File: src/rtl/mux_pkg.sv
// Shared constants and occupancy encoding for the lane-to-byte merger.
// Optional feature macro: LANE_VALID_CHECK_EN (sticky lane-valid mismatch flag).
package mux_pkg;

    localparam int LANES     = 4;
    localparam int IDX_W     = 2;
    localparam int BUF_DEPTH = 2;

    localparam logic [LANES-1:0] ALL_VALID = 4'b1111;

    typedef enum logic [1:0] {
        EMPTY = 2'd0,
        ONE   = 2'd1,
        FULL  = 2'd2
    } occ_t;

endpackage

File: src/rtl/mux_word_fifo.sv
// Two-entry word buffer holding complete 4-lane words.
// Occupancy is tracked as an EMPTY/ONE/FULL state machine.
module mux_word_fifo
    import mux_pkg::*;
#(
    parameter int DATA_W = 8
) (
    input  logic                    clk,
    input  logic                    reset,
    input  logic                    push,
    input  logic [LANES*DATA_W-1:0] wdata,
    input  logic                    pop,
    output logic [LANES*DATA_W-1:0] rdata,
    output logic [1:0]              count,
    output logic                    full,
    output logic                    empty
);

    localparam int WORD_W = LANES * DATA_W;

    occ_t        state;
    occ_t        state_nx;
    logic        wr_ptr;
    logic        rd_ptr;
    logic        do_push;
    logic        do_pop;
    logic [WORD_W-1:0] mem [BUF_DEPTH];

    assign do_push = push && (state != FULL);
    assign do_pop  = pop && (state != EMPTY);

    // Occupancy state register.
    always_ff @(posedge clk or negedge reset) begin
        if (!reset) begin
            state <= EMPTY;
        end else begin
            state <= state_nx;
        end
    end

    // Next occupancy from push / word-pop.
    always_comb begin
        state_nx = state;
        unique case (state)
            EMPTY: if (do_push) state_nx = ONE;
            ONE: begin
                if (do_push && !do_pop) state_nx = FULL;
                else if (do_pop && !do_push) state_nx = EMPTY;
            end
            FULL: if (do_pop) state_nx = ONE;
            default: state_nx = EMPTY;
        endcase
    end

    // Occupancy-derived status outputs.
    always_comb begin
        count = state;
        full  = (state == FULL);
        empty = (state == EMPTY);
    end

    // Storage and pointers; both pointers may advance in one edge.
    always_ff @(posedge clk or negedge reset) begin
        if (!reset) begin
            wr_ptr <= 1'b0;
            rd_ptr <= 1'b0;
            mem[0] <= '0;
            mem[1] <= '0;
        end else begin
            if (do_push) begin
                mem[wr_ptr] <= wdata;
                wr_ptr      <= ~wr_ptr;
            end
            if (do_pop) begin
                rd_ptr <= ~rd_ptr;
            end
        end
    end

    assign rdata = mem[rd_ptr];

endmodule

File: src/rtl/mux4to1_byte.sv
// Merges a 4-lane word into a byte stream, lane 0 first.
// Optional feature macro: LANE_VALID_CHECK_EN (sticky lane_err on partial valid).
module mux4to1_byte
    import mux_pkg::*;
#(
    parameter int DATA_W = 8
) (
    input  logic              clk,
    input  logic              reset,
    input  logic [DATA_W-1:0] lane0_in,
    input  logic [DATA_W-1:0] lane1_in,
    input  logic [DATA_W-1:0] lane2_in,
    input  logic [DATA_W-1:0] lane3_in,
    input  logic [LANES-1:0]  valid_in,
    output logic              ready_out,
    output logic [DATA_W-1:0] data_out,
    output logic              valid_out,
    input  logic              ready_in,
    output logic              lane_err
);

    logic [LANES*DATA_W-1:0] head;
    logic [1:0]              count;
    logic                    full;
    logic                    empty;
    logic [IDX_W-1:0]        idx;
    logic                    all_v;
    logic                    push;
    logic                    byte_pop;
    logic                    word_pop;

    assign all_v     = (valid_in == ALL_VALID);
    assign ready_out = ~full;
    assign valid_out = (count != 2'd0);
    assign push      = all_v && ready_out;
    assign byte_pop  = valid_out && ready_in;
    assign word_pop  = byte_pop && (idx == 2'd3);

    mux_word_fifo #(
        .DATA_W (DATA_W)
    ) u_fifo (
        .clk   (clk),
        .reset (reset),
        .push  (push),
        .wdata ({lane3_in, lane2_in, lane1_in, lane0_in}),
        .pop   (word_pop),
        .rdata (head),
        .count (count),
        .full  (full),
        .empty (empty)
    );

    // Byte index within the head word; wraps after lane 3.
    always_ff @(posedge clk or negedge reset) begin
        if (!reset) begin
            idx <= '0;
        end else if (byte_pop) begin
            idx <= idx + 2'd1;
        end
    end

    // Select the current lane of the head word, zero when empty.
    always_comb begin
        data_out = '0;
        if (!empty) begin
            unique case (idx)
                2'd0: data_out = head[0*DATA_W +: DATA_W];
                2'd1: data_out = head[1*DATA_W +: DATA_W];
                2'd2: data_out = head[2*DATA_W +: DATA_W];
                2'd3: data_out = head[3*DATA_W +: DATA_W];
                default: data_out = '0;
            endcase
        end
    end

`ifdef LANE_VALID_CHECK_EN
    // Sticky flag for any edge seeing a partially valid word.
    always_ff @(posedge clk or negedge reset) begin
        if (!reset) begin
            lane_err <= 1'b0;
        end else if ((valid_in != '0) && !all_v) begin
            lane_err <= 1'b1;
        end
    end
`else
    assign lane_err = 1'b0;
`endif

endmodule

File: config.mk
export PLATFORM = sky130hd
export DESIGN_NAME = mux4to1_byte
export DESIGN_NICKNAME = d
export VERILOG_FILES = /design/src/rtl/mux_pkg.sv /design/src/rtl/mux_word_fifo.sv /design/src/rtl/mux4to1_byte.sv
export SDC_FILE = /design/constraint.sdc
export NUM_CORES = 1
export LEC_CHECK = 0
export ABC_AREA = 1
export ABC_CLOCK_PERIOD_IN_PS = 1700
export BUFFER_PORTS_ARGS = -buffer_cell sky130_fd_sc_hd__buf_2
export CAP_MARGIN = 20
export CORE_ASPECT_RATIO = 0.75
export CORE_MARGIN = 5
export CORE_UTILIZATION = 40
export DETAILED_ROUTE_END_ITERATION = 16
export GPL_TIMING_DRIVEN = 0
export SYNTH_ARGS = -nofsm -noshare
export SYNTH_HDL_FRONTEND = slang
export SYNTH_SLANG_ARGS = --single-unit
export TNS_END_PERCENT = 5
File: constraint.sdc
create_clock -name clk -period 1.7 [get_ports clk]
set_clock_uncertainty 0.15 [all_clocks]
set_input_delay 0.17 -clock clk [delete_from_list [all_inputs] [get_ports clk]]
set_output_delay 0.17 -clock clk [all_outputs]
set_load 0.02 [all_outputs]
=== Word-level counts from Yosys, hierarchy flattened ===
Index checks and enable logic that the tools add are counted.

* Add/subtract/negate cells: 1
* $lt $le $gt $ge: 3
* Eq/ne operators: 10
* Mux-type cells: 13
* Bitwise operators: 5
* Reduce and logical (&&, ||, !) cells: 14

{| class="wikitable"
|+ Operators with widths
! cell !! count
|-
| $mux 32 || 4
|-
| $bwmux 64 || 1
|-
| $demux 32 s1 || 1
|-
| $pmux 8 s4 || 1
|-
| $logic_and 1x1->1 || 8
|-
| $mux 2 || 4
|-
| $mux 8 || 1
|-
| $eq 2x2->1 const B || 3
|-
| $pmux 2 s3 || 1
|-
| $eq 2x1->1 const B || 2
|-
| $eq 4x4->1 const B || 1
|-
| $ge 2x2->1 const B || 2
|-
| $logic_not 2->1 || 2
|-
| $ne 2x1->1 const B || 2
|-
| $not 1->2 || 2
|-
| $ne 3x1->1 const B || 1
|-
| $not 1->1 || 3
|-
| $reduce_and 3->1 || 1
|-
| $add 2x1->2 const B || 1
|-
| $logic_not 1->1 || 2
|-
| $lt 2x1->1 const B || 1
|-
| $ne 2x2->1 const B || 1
|-
| $reduce_bool 2->1 || 1
|}

* Bits in registers: 70
* Input port bits: 39
* Output and inout bits: 11

=== Logic depth before layout (Yosys ltp) ===
Gate-level depths: netlist of run 1.

* Word-level depth: 9
* Mapped depth: 8
* Mapped depth without buffers: 8

=== Hierarchy ===
A second synthesis of run 1 with hierarchy kept.

* Cell total of the unflattened synthesis: 503
* Area, all modules: 3,590.9 µm²

{| class="wikitable"
|+ By module, submodules not included
! module !! times used !! cells each !! area each (µm²) !! sequential area each (µm²)
|-
| mux_word_fifo || 1 || 408 || 3,119.2 || 1,701.6
|-
| mux4to1_byte || 1 || 95 || 471.7 || 50.0
|}

=== Least setup slack after synthesis of run 1 ===
OpenSTA, ideal clock, no wires.

* Path type: register to output
* Start: register idx[0]
* End: output data_out[0]
* Arrival: 1.472 ns
* Required time: 1.380 ns
* Slack: -0.092 ns
* Cell stages (with the launch flop): 8
* Path buffers: 1
* Cell sequence: dfrtp_1 -> inv_1 -> ha_1 -> buf_2 -> inv_1 -> o211ai_1 -> nand2_1 -> a21oi_1

* Word-level cells in the longest chain between the ends: 3
* Elaborated cells on any way between the ends: 6

{| class="wikitable"
|+ RTL lines
! element !! line !! text
|-
| start, declared || mux4to1_byte.sv:26 || <nowiki>logic [IDX_W-1:0] idx;</nowiki>
|-
| start signal, assigned || mux4to1_byte.sv:58 || <nowiki>idx <= idx + 2'd1;</nowiki>
|-
| $eq 2x2->1, or another cell as far along || mux4to1_byte.sv:66 || <nowiki>unique case (idx)</nowiki>
|-
| $pmux 8 s4 * || mux4to1_byte.sv:66 ||
|-
| $mux 8 * || mux4to1_byte.sv:65 || <nowiki>if (!empty) begin</nowiki>
|-
| end, declared || mux4to1_byte.sv:16 || <nowiki>output logic [DATA_W-1:0] data_out,</nowiki>
|}

Mark *: on every way between the ends. The rest lies on a longest branch, timed or not.

=== Worst setup path after layout of run 1 ===
* Start: register idx[1]
* End: output data_out[7]

Same word-level chain as after synthesis.

==> results of run 1 <==
==> layer usage <==
layer,vias up,share of wire [%],global-route usage [%]
li1,1531,-,-
met1,1411,48,30.0
met2,111,41,29.2
met3,17,8.4,5.48
met4,0,1.7,6.43
met5,-,0,0
==> registers in the layout, summed over array words and instances, names as in the netlist <==
name	count
idx	2
u_fifo.count	2
u_fifo.mem	64
u_fifo.rd_ptr	1
u_fifo.wr_ptr	1
==> how the worst max path moves through the flow <==
| stage | start | to | slack [ns] | depth (start not counted) |
|---|---|---|---|---|
| 5_1_grt | idx[0] | data_out[7] | -0.67 | 7 |
| 3_3_place_gp | idx[0] | data_out[6] | -0.36 | 8 |
| 6_report | idx[1] | data_out[7] | -0.56 | 8 |
| 4_1_cts | idx[1] | data_out[6] | -0.56 | 8 |
| 2_1_floorplan | idx[0] | data_out[1] | -0.005 | 7 |
| 3_5_place_dp | idx[0] | data_out[6] | -0.37 | 8 |
==> worst max-delay path: stages (launching register included) <==
cell,delay [ns]
sky130_fd_sc_hd__dfrtp_1,0.42
sky130_fd_sc_hd__inv_2,0.10
sky130_fd_sc_hd__ha_4,0.12
sky130_fd_sc_hd__buf_6,0.10
sky130_fd_sc_hd__clkinvlp_4,0.17
sky130_fd_sc_hd__o211ai_1,0.23
sky130_fd_sc_hd__nand2_1,0.12
sky130_fd_sc_hd__a21oi_2,0.17
sky130_fd_sc_hd__buf_4,0.15
==> cell families (layout without fill, tap and decap cells) <==
family / after synthesis / count (layout) / synth area share (%)
XOR/XNOR: 2 / 2 / 0.523
AND/OR/NAND/NOR: 173 / 173 / 20.3
flip-flops: 70 / 70 / 52.3
adder cells (fa/ha/maj): 4 / 4 / 1.49
other: 1 / 1 / 0.112
buffers and inverters: 61 / 164 / 8.21
AO/OA/AOI/OAI: 106 / 106 / 17.1
==> timing repair <==
item,4_1_cts,5_1_grt
endpoints found under the setup margin,8,19
gates resized for setup,23,13
pin swaps,13,9
hold buffers,34,0
endpoints found under the hold margin,107,0
setup buffers,4,1
==> placed cells by master, fill, tap and decap left out <==
master,instances
sky130_fd_sc_hd__a21oi_1,25
sky130_fd_sc_hd__a21oi_2,7
sky130_fd_sc_hd__a21oi_4,1
sky130_fd_sc_hd__and3_1,1
sky130_fd_sc_hd__buf_12,1
sky130_fd_sc_hd__buf_2,48
sky130_fd_sc_hd__buf_4,13
sky130_fd_sc_hd__buf_6,8
sky130_fd_sc_hd__buf_8,1
sky130_fd_sc_hd__bufinv_16,2
sky130_fd_sc_hd__clkbuf_1,3
sky130_fd_sc_hd__clkbuf_2,1
sky130_fd_sc_hd__clkbuf_4,2
sky130_fd_sc_hd__clkbuf_8,10
sky130_fd_sc_hd__clkinv_1,1
sky130_fd_sc_hd__clkinv_2,2
sky130_fd_sc_hd__clkinvlp_4,4
sky130_fd_sc_hd__conb_1,1
sky130_fd_sc_hd__dfrtp_1,70
sky130_fd_sc_hd__dlygate4sd3_1,34
sky130_fd_sc_hd__ha_1,2
sky130_fd_sc_hd__ha_4,2
sky130_fd_sc_hd__inv_1,30
sky130_fd_sc_hd__inv_2,3
sky130_fd_sc_hd__inv_4,1
sky130_fd_sc_hd__nand2_1,163
sky130_fd_sc_hd__nand2_2,1
sky130_fd_sc_hd__nand2_4,1
sky130_fd_sc_hd__nand3_1,3
sky130_fd_sc_hd__nor2_1,1
sky130_fd_sc_hd__nor2_2,1
sky130_fd_sc_hd__nor2_4,2
sky130_fd_sc_hd__o211ai_1,16
sky130_fd_sc_hd__o21ai_0,50
sky130_fd_sc_hd__o21ai_1,6
sky130_fd_sc_hd__o21bai_1,1
sky130_fd_sc_hd__xor2_1,2
==> power by group <==
part           internal, uW  switching [uW]
registers              2470             404
logic                  1410            2260
clock network           860             647
total                  4740            3310
==> Yosys cell counts <==
| library cell | count |
|---|---|
| sky130_fd_sc_hd__o211ai_1 | 16 |
| sky130_fd_sc_hd__nand2_4 | 1 |
| sky130_fd_sc_hd__ha_1 | 4 |
| sky130_fd_sc_hd__xor2_1 | 2 |
| sky130_fd_sc_hd__inv_2 | 1 |
| sky130_fd_sc_hd__nand3_1 | 3 |
| sky130_fd_sc_hd__nor2_2 | 1 |
| sky130_fd_sc_hd__clkbuf_1 | 4 |
| sky130_fd_sc_hd__nor2_4 | 2 |
| sky130_fd_sc_hd__buf_4 | 1 |
| sky130_fd_sc_hd__o21ai_0 | 50 |
| sky130_fd_sc_hd__dfrtp_1 | 70 |
| sky130_fd_sc_hd__clkinv_1 | 1 |
| sky130_fd_sc_hd__o21ai_1 | 6 |
| sky130_fd_sc_hd__a21oi_1 | 33 |
| sky130_fd_sc_hd__o21bai_1 | 1 |
| sky130_fd_sc_hd__conb_1 | 1 |
| sky130_fd_sc_hd__and3_1 | 1 |
| sky130_fd_sc_hd__nand2_1 | 164 |
| sky130_fd_sc_hd__buf_2 | 16 |
| sky130_fd_sc_hd__buf_6 | 3 |
| sky130_fd_sc_hd__inv_1 | 35 |
| sky130_fd_sc_hd__nor2_1 | 1 |
==> through the flow <==
| step | hold slack [ns] | cells | util (%) | area (um2) | power, uW |
|---|---|---|---|---|---|
| 5_1_grt | 0.210 | 625 | 55.8 | 4480 | 8630 |
| 3_3_place_gp | 0.239 | 570 | 46.9 | 3760 | 5990 |
| 6_report | 0.165 | 625 | 55.8 | 4480 | 8040 |
| 3_5_place_dp | -0.000865 | 571 | 47.2 | 3790 | 6070 |
| 4_1_cts | 0.181 | 625 | 55.4 | 4450 | 7980 |
| 2_1_floorplan | -0.276 | 417 | - | 3390 | 5000 |
==> final cells by class <==
cell class                 count  area (um2)
tap                          105         131
inverter                      37         149
clock inverter                 6        85.1
sequential                    70        1750
buffer                        23         163
clock buffer                  10         138
multi-input combinational    286        1390
timing repair buffer          88         672
fill                         730        3540
==> impl_summary.txt, run 1 <==
----------------------------------------------------
[Outcome]
  Status ... finished with violations
  Violations in the final reports ... negative setup slack

[Power and ir drop]
  Power per standard cell area ... 1800 nW/um2
  Static leakage ... 0.00224 uW
  Worst supply voltage drop on vdd ... 0.683 mV

[Timing]
  Setup repair after global routing missed its margin ... true
  Final Hold Vio Count ... 0
  Final Max Tran Viols ... 0
  Final worst-path cycle share ... 133%
  Final critical-path setup slack ... -0.559 ns
  Maximum operating frequency ... between 400 and 500 MHz
  Final sum of negative setup slack ... -4.06 ns
  Final Setup Violations ... 8
  Period minus WS final ... 2.26 ns

[Floorplanning]
  Count of boundary I/O pins ... 50
  Die Span X ... roughly 120 um
  Starting Density ... 41.8%
  Floorplan core area ... 8020 um2
  FP Rows ... 28
  Vertical die dimension ... roughly 89 um
  Die outline area ... 10300 um2

[Placed design]
  Estimated wirelength of the detail-placed design ... 6.77 mm
  Post-Place Setup Slack ... -0.371 ns
  Gp weighted congestion ... 0.850
  PortBufs ... 48

[Synthesis]
  Number of unique standard cell types used by synthesis ... 23
  Biggest area contributors in the synthesized netlist ... sky130_fd_sc_hd__dfrtp_1, sky130_fd_sc_hd__nand2_1, sky130_fd_sc_hd__o21ai_0
  Syn_area_per_cell ... between 8 and 9 um2
  Cells after synthesis ... 417
  Area share of the leading cell type in the synthesized netlist ... between 50% and 60%
  Post-synth net total ... 460
  Total of warnings raised by yosys ... 0
  Library cell with the largest summed area after synthesis ... sky130_fd_sc_hd__dfrtp_1
  Number of synthesized register bits ... 70
  Netlist Area Pre-Place ... 3350 um2
  Share of the yosys chip area belonging to registers ... approximately 52%

[Clock network]
  Number of buffers created by CTS ... 9
  CTS HTree Levels ... 3
  Clock Pin Slew Worst Setup and Hold Paths ... 0.08 ns
  Root Buffer ... sky130_fd_sc_hd__clkbuf_8
  Number of buffers on the longest clock path ... 2
  Clock latency of the later-clocked register in the worst-skew pair ... roughly 0.34 ns
  Clock Sink Count ... 70
  Clock tree from TritonCTS ... built

[Detailed routing]
  Vias per std cell ... 4.91
  Detailed Route Iter0 Violations ... 325
  Post-route ant nets ... 0
  Mean routed wirelength per cell ... 15.5 um
  Total Routed Length ... just under 10 mm
  First-pass DRT Iterations ... 5
  Vias ... 3070
  Post-route DRC ... 0

[Worst setup path]
  Critical path class ... reg2out
  Reg-to-reg startpoint ... u_fifo.count[0]
  Setup slack on the worst flop-to-flop path ... 0.17 ns
  Worst Path Arrival ... 1.94 ns
  Critical Path Source Type ... register
  CP Max Fanout ... 8
  Crit end category ... primary output
  Required time of the critical path ... 1.38 ns
  Worst Reg2Reg Path Length in Cells ... 8
  Endpoint of the most critical register-to-register path ... u_fifo.mem[50]

[Min path]
  Path class of the lowest-slack min-delay path ... in2async

[Global route]
  Number of global-route vias before repair ... 3006
  Initial antenna violation count ... 0
  First-pass GRT wire length ... 15.8 mm
  Pin count of the biggest net entering global routing ... 38
  GR Overflow Total ... 0
  Global-route total usage across every layer ... between 20% and 30%

[Cells and area]
  Final net count ... 558
  Number of antenna diodes ... 0
  P&R area growth vs syn ... 33.6%
  Share of cells above drive strength 1 ... 21.3%

[Flow run]
  Number of maximum-capacitance constraint violations ... 0

----------------------------------------------------
Power figures use the tool's default switching activity.
==> run 2, diff against run 1 <==
- CELL_PAD_IN_SITES_DETAIL_PLACEMENT: unset -> 1
- CELL_PAD_IN_SITES_GLOBAL_PLACEMENT: unset -> 2
- CORE_UTILIZATION: 40 -> 33
- PLACE_DENSITY_LB_ADDON: unset -> 0.1
==> impl_summary.txt, run 2 (synthesis gave the netlist of run 1 again) <==
----------------------------------------------------
[Clock network]
  Number of buffers created by CTS ... 9 (unchanged)
  Clock Pin Slew Worst Setup and Hold Paths ... 0.05 ns (was 0.08 ns)
  Clock tree from TritonCTS ... built (unchanged)
  Clock Sink Count ... 70 (unchanged)
  Number of buffers on the longest clock path ... 2 (unchanged)
  CTS HTree Levels ... 3 (unchanged)
  Root Buffer ... sky130_fd_sc_hd__clkbuf_16 (was sky130_fd_sc_hd__clkbuf_8)
  Clock latency of the later-clocked register in the worst-skew pair ... 0.33 ns (was 0.34 ns)

[Detailed routing]
  Vias ... 3072 (was 3070)
  Post-route ant nets ... 0 (unchanged)
  Total Routed Length ... 11.3 mm (was 9.66 mm)
  Vias per std cell ... 4.73 (was 4.91)
  Post-route DRC ... 0 (unchanged)
  Detailed Route Iter0 Violations ... 118 (was 325)
  First-pass DRT Iterations ... 4 (was 5)
  Mean routed wirelength per cell ... 17.4 um (was 15.5 um)

[Worst setup path]
  Required time of the critical path ... 1.38 ns (about the same)
  Cell Chain, Critical Path ... inv_2, ha_4, clkinvlp_4, o211ai_1, nand2_1, a21oi_2, buf_6 (was inv_2, ha_4, buf_6, clkinvlp_4, o211ai_1, nand2_1, a21oi_2, buf_4)
  Worst setup path end ... data_out[6] (was data_out[7])
  Critical Path Source Type ... register (unchanged)
  Endpoint of the most critical register-to-register path ... u_fifo.mem[15] (was u_fifo.mem[50])
  Worst-path cell with the longest stage delay ... sky130_fd_sc_hd__dfrtp_1 (unchanged)
  Setup slack on the worst flop-to-flop path ... 0.12 ns (was 0.17 ns)
  Worst Path Arrival ... 1.93 ns (was 1.94 ns)
  Biggest cell delay along the critical path ... 0.42 ns (about the same)
  Critical path class ... reg2out (unchanged)
  CP Max Fanout ... 8 (unchanged)
  Worst Reg2Reg Path Length in Cells ... 4 (was 8)
  Crit end category ... primary output (unchanged)
  Reg-to-reg startpoint ... u_fifo.wr_ptr (was u_fifo.count[0])
  Launch point of the critical path ... idx[1] (unchanged)

[Placed design]
  Gp weighted congestion ... 0.778 (was 0.850)
  PortBufs ... 48 (unchanged)
  Estimated wirelength of the detail-placed design ... 7.92 mm (was 6.77 mm)
  Placed standard-cell area ... 3820 um2 (was 3790 um2)

[Outcome]
  Violations in the final reports ... negative setup slack (unchanged)
  Status ... finished with violations (unchanged)

[Global route]
  Number of global-route vias before repair ... 3299 (was 3006)
  Global-route total usage across every layer ... 19.2% (was 20.3%)
  Initial antenna violation count ... 0 (unchanged)
  First-pass GRT wire length ... 18.2 mm (was 15.8 mm)
  Pin count of the biggest net entering global routing ... 40 (was 38)
  GR Overflow Total ... 0 (unchanged)

[Cells and area]
  Highest-count cells in the layout ignoring fill and taps ... sky130_fd_sc_hd__nand2_1, sky130_fd_sc_hd__dfrtp_1, sky130_fd_sc_hd__o21ai_0 (unchanged)
  Number of flip-flops in the largest register ... 64 (unchanged)
  Utilization after layout ... 46.6% (was 55.8%)
  Final net count ... 556 (was 558)
  P&R area growth vs syn ... 35.9% (was 33.6%)
  Register bank with the most flops ... u_fifo.mem (unchanged)
  Number of antenna diodes ... 0 (unchanged)
  Final design area excluding fillers ... 4560 um2 (was 4480 um2)
  Commonest non-fill, non-tap cell in the layout ... sky130_fd_sc_hd__nand2_1 (unchanged)
  Share of cells above drive strength 1 ... 21.1% (was 21.3%)

[Floorplanning]
  Starting Density ... 34.3% (was 41.8%)
  Die Span X ... 126 um (was 116 um)
  Vertical die dimension ... 97.3 um (was 89.3 um)
  FP Rows ... 31 (was 28)
  Floorplan core area ... 9770 um2 (was 8020 um2)
  Die outline area ... 12300 um2 (was 10300 um2)
  Count of boundary I/O pins ... 50 (unchanged)

[Timing]
  Final critical-path setup slack ... -0.549 ns (was -0.559 ns)
  Final Max Tran Viols ... 0 (unchanged)
  Period minus WS final ... 2.25 ns (was 2.26 ns)
  Final Hold Vio Count ... 0 (unchanged)
  Final worst-path cycle share ... 132% (was 133%)
  Maximum operating frequency ... 445 MHz (was 443 MHz)
  Setup repair after global routing missed its margin ... true (unchanged)
  Final Setup Violations ... 8 (unchanged)

[Power and ir drop]
  Static leakage ... 0.00225 uW (was 0.00224 uW)
  Power per standard cell area ... 1860 nW/um2 (was 1800 nW/um2)
  Worst supply voltage drop on vdd ... 0.700 mV (was 0.683 mV)

[Min path]
  Path class of the lowest-slack min-delay path ... in2reg (was in2async)

[Flow run]
  Number of maximum-capacitance constraint violations ... 0 (unchanged)

----------------------------------------------------
-- run 2: cell types whose count changed in the layout (fill, tap and decap cells not counted), moves of 2 or more --
cell and delta:
sky130_fd_sc_hd__clkbuf_1 +3, sky130_fd_sc_hd__clkinv_2 -2, sky130_fd_sc_hd__clkbuf_16 +9, sky130_fd_sc_hd__clkbuf_8 -9
-- run 2: final cells by class --
| type | instances | area, um2 |
|---|---|---|
| Inverter | 37 | 153 |
| Clock buffer | 14 | 254 |
| Tap cell | 132 | 165 |
| Buffer | 22 | 149 |
| Fill cell | 1201 | 5220 |
| Sequential cell | 70 | 1750 |
| Multi-Input combinational cell | 286 | 1390 |
| Timing Repair Buffer | 87 | 658 |
| Clock inverter | 1 | 30.0 |
-- run 2: layer usage --
layer  vias to the layer above  track usage [%]  wire [um]
met5                         -                0          0
met4                         0             5.19        140
met3                        13             5.33        666
met2                        60             29.0       4980
met1                      1482             27.1       5490
li1                       1517                -          -
-- run 2: how the worst min path moves through the flow --
stage | to | start | cells after the start | slack (ns)
global placement | u_fifo.mem[53] | lane2_in[5] | 3 | 0.24
finish | idx[1] | ready_in | 3 | 0.02
CTS | idx[1] | ready_in | 3 | 0.007
detailed placement | u_fifo.mem[37] | reset | 1 | 0.003
global route | idx[1] | ready_in | 3 | 0.03
floorplan | idx[0] | reset | 0 | -0.28
-- run 2: per-stage QoR --
step / power, uW / setup TNS, ns / hold slack, ns / worst slack, ns / std cells
floorplan: 5000 / -0.0384 / -0.276 / -0.00549 / 417
global placement: 6100 / -16.13 / 0.237 / -0.409 / 597
detailed placement: 6220 / -3.28 / 0.00296 / -0.443 / 598
CTS: 8490 / -4.38 / 0.00707 / -0.595 / 651
global route: 9110 / -4.80 / 0.0329 / -0.666 / 649
finish: 8470 / -3.98 / 0.0161 / -0.549 / 649
-- run 2: power by group --
part	internal [uW]	leakage (uW)	total (uW)	switching (uW)
Clock	1170	0.000137	1850	675
Combinational	1390	0.00125	3740	2350
Sequential	2480	0.000865	2890	408
Total	5040	0.00225	8470	3430
-- run 2: worst max-delay path: cells and delay by family (launching register included) --
family / cells / cell delay (ns)
simple gates: 1 / 0.14
buf+inv: 3 / 0.45
flops: 1 / 0.42
compound gates: 2 / 0.42
fa+ha+maj: 1 / 0.18
-- run 2: timing repair --
action / in CTS / in global routing
endpoints found under the setup margin: 8 / 19
pin swaps: 19 / 11
setup buffers: 5 / 0
resized for setup: 23 / 15
hold endpoints to repair: 95 / 0
hold buffers: 33 / 0
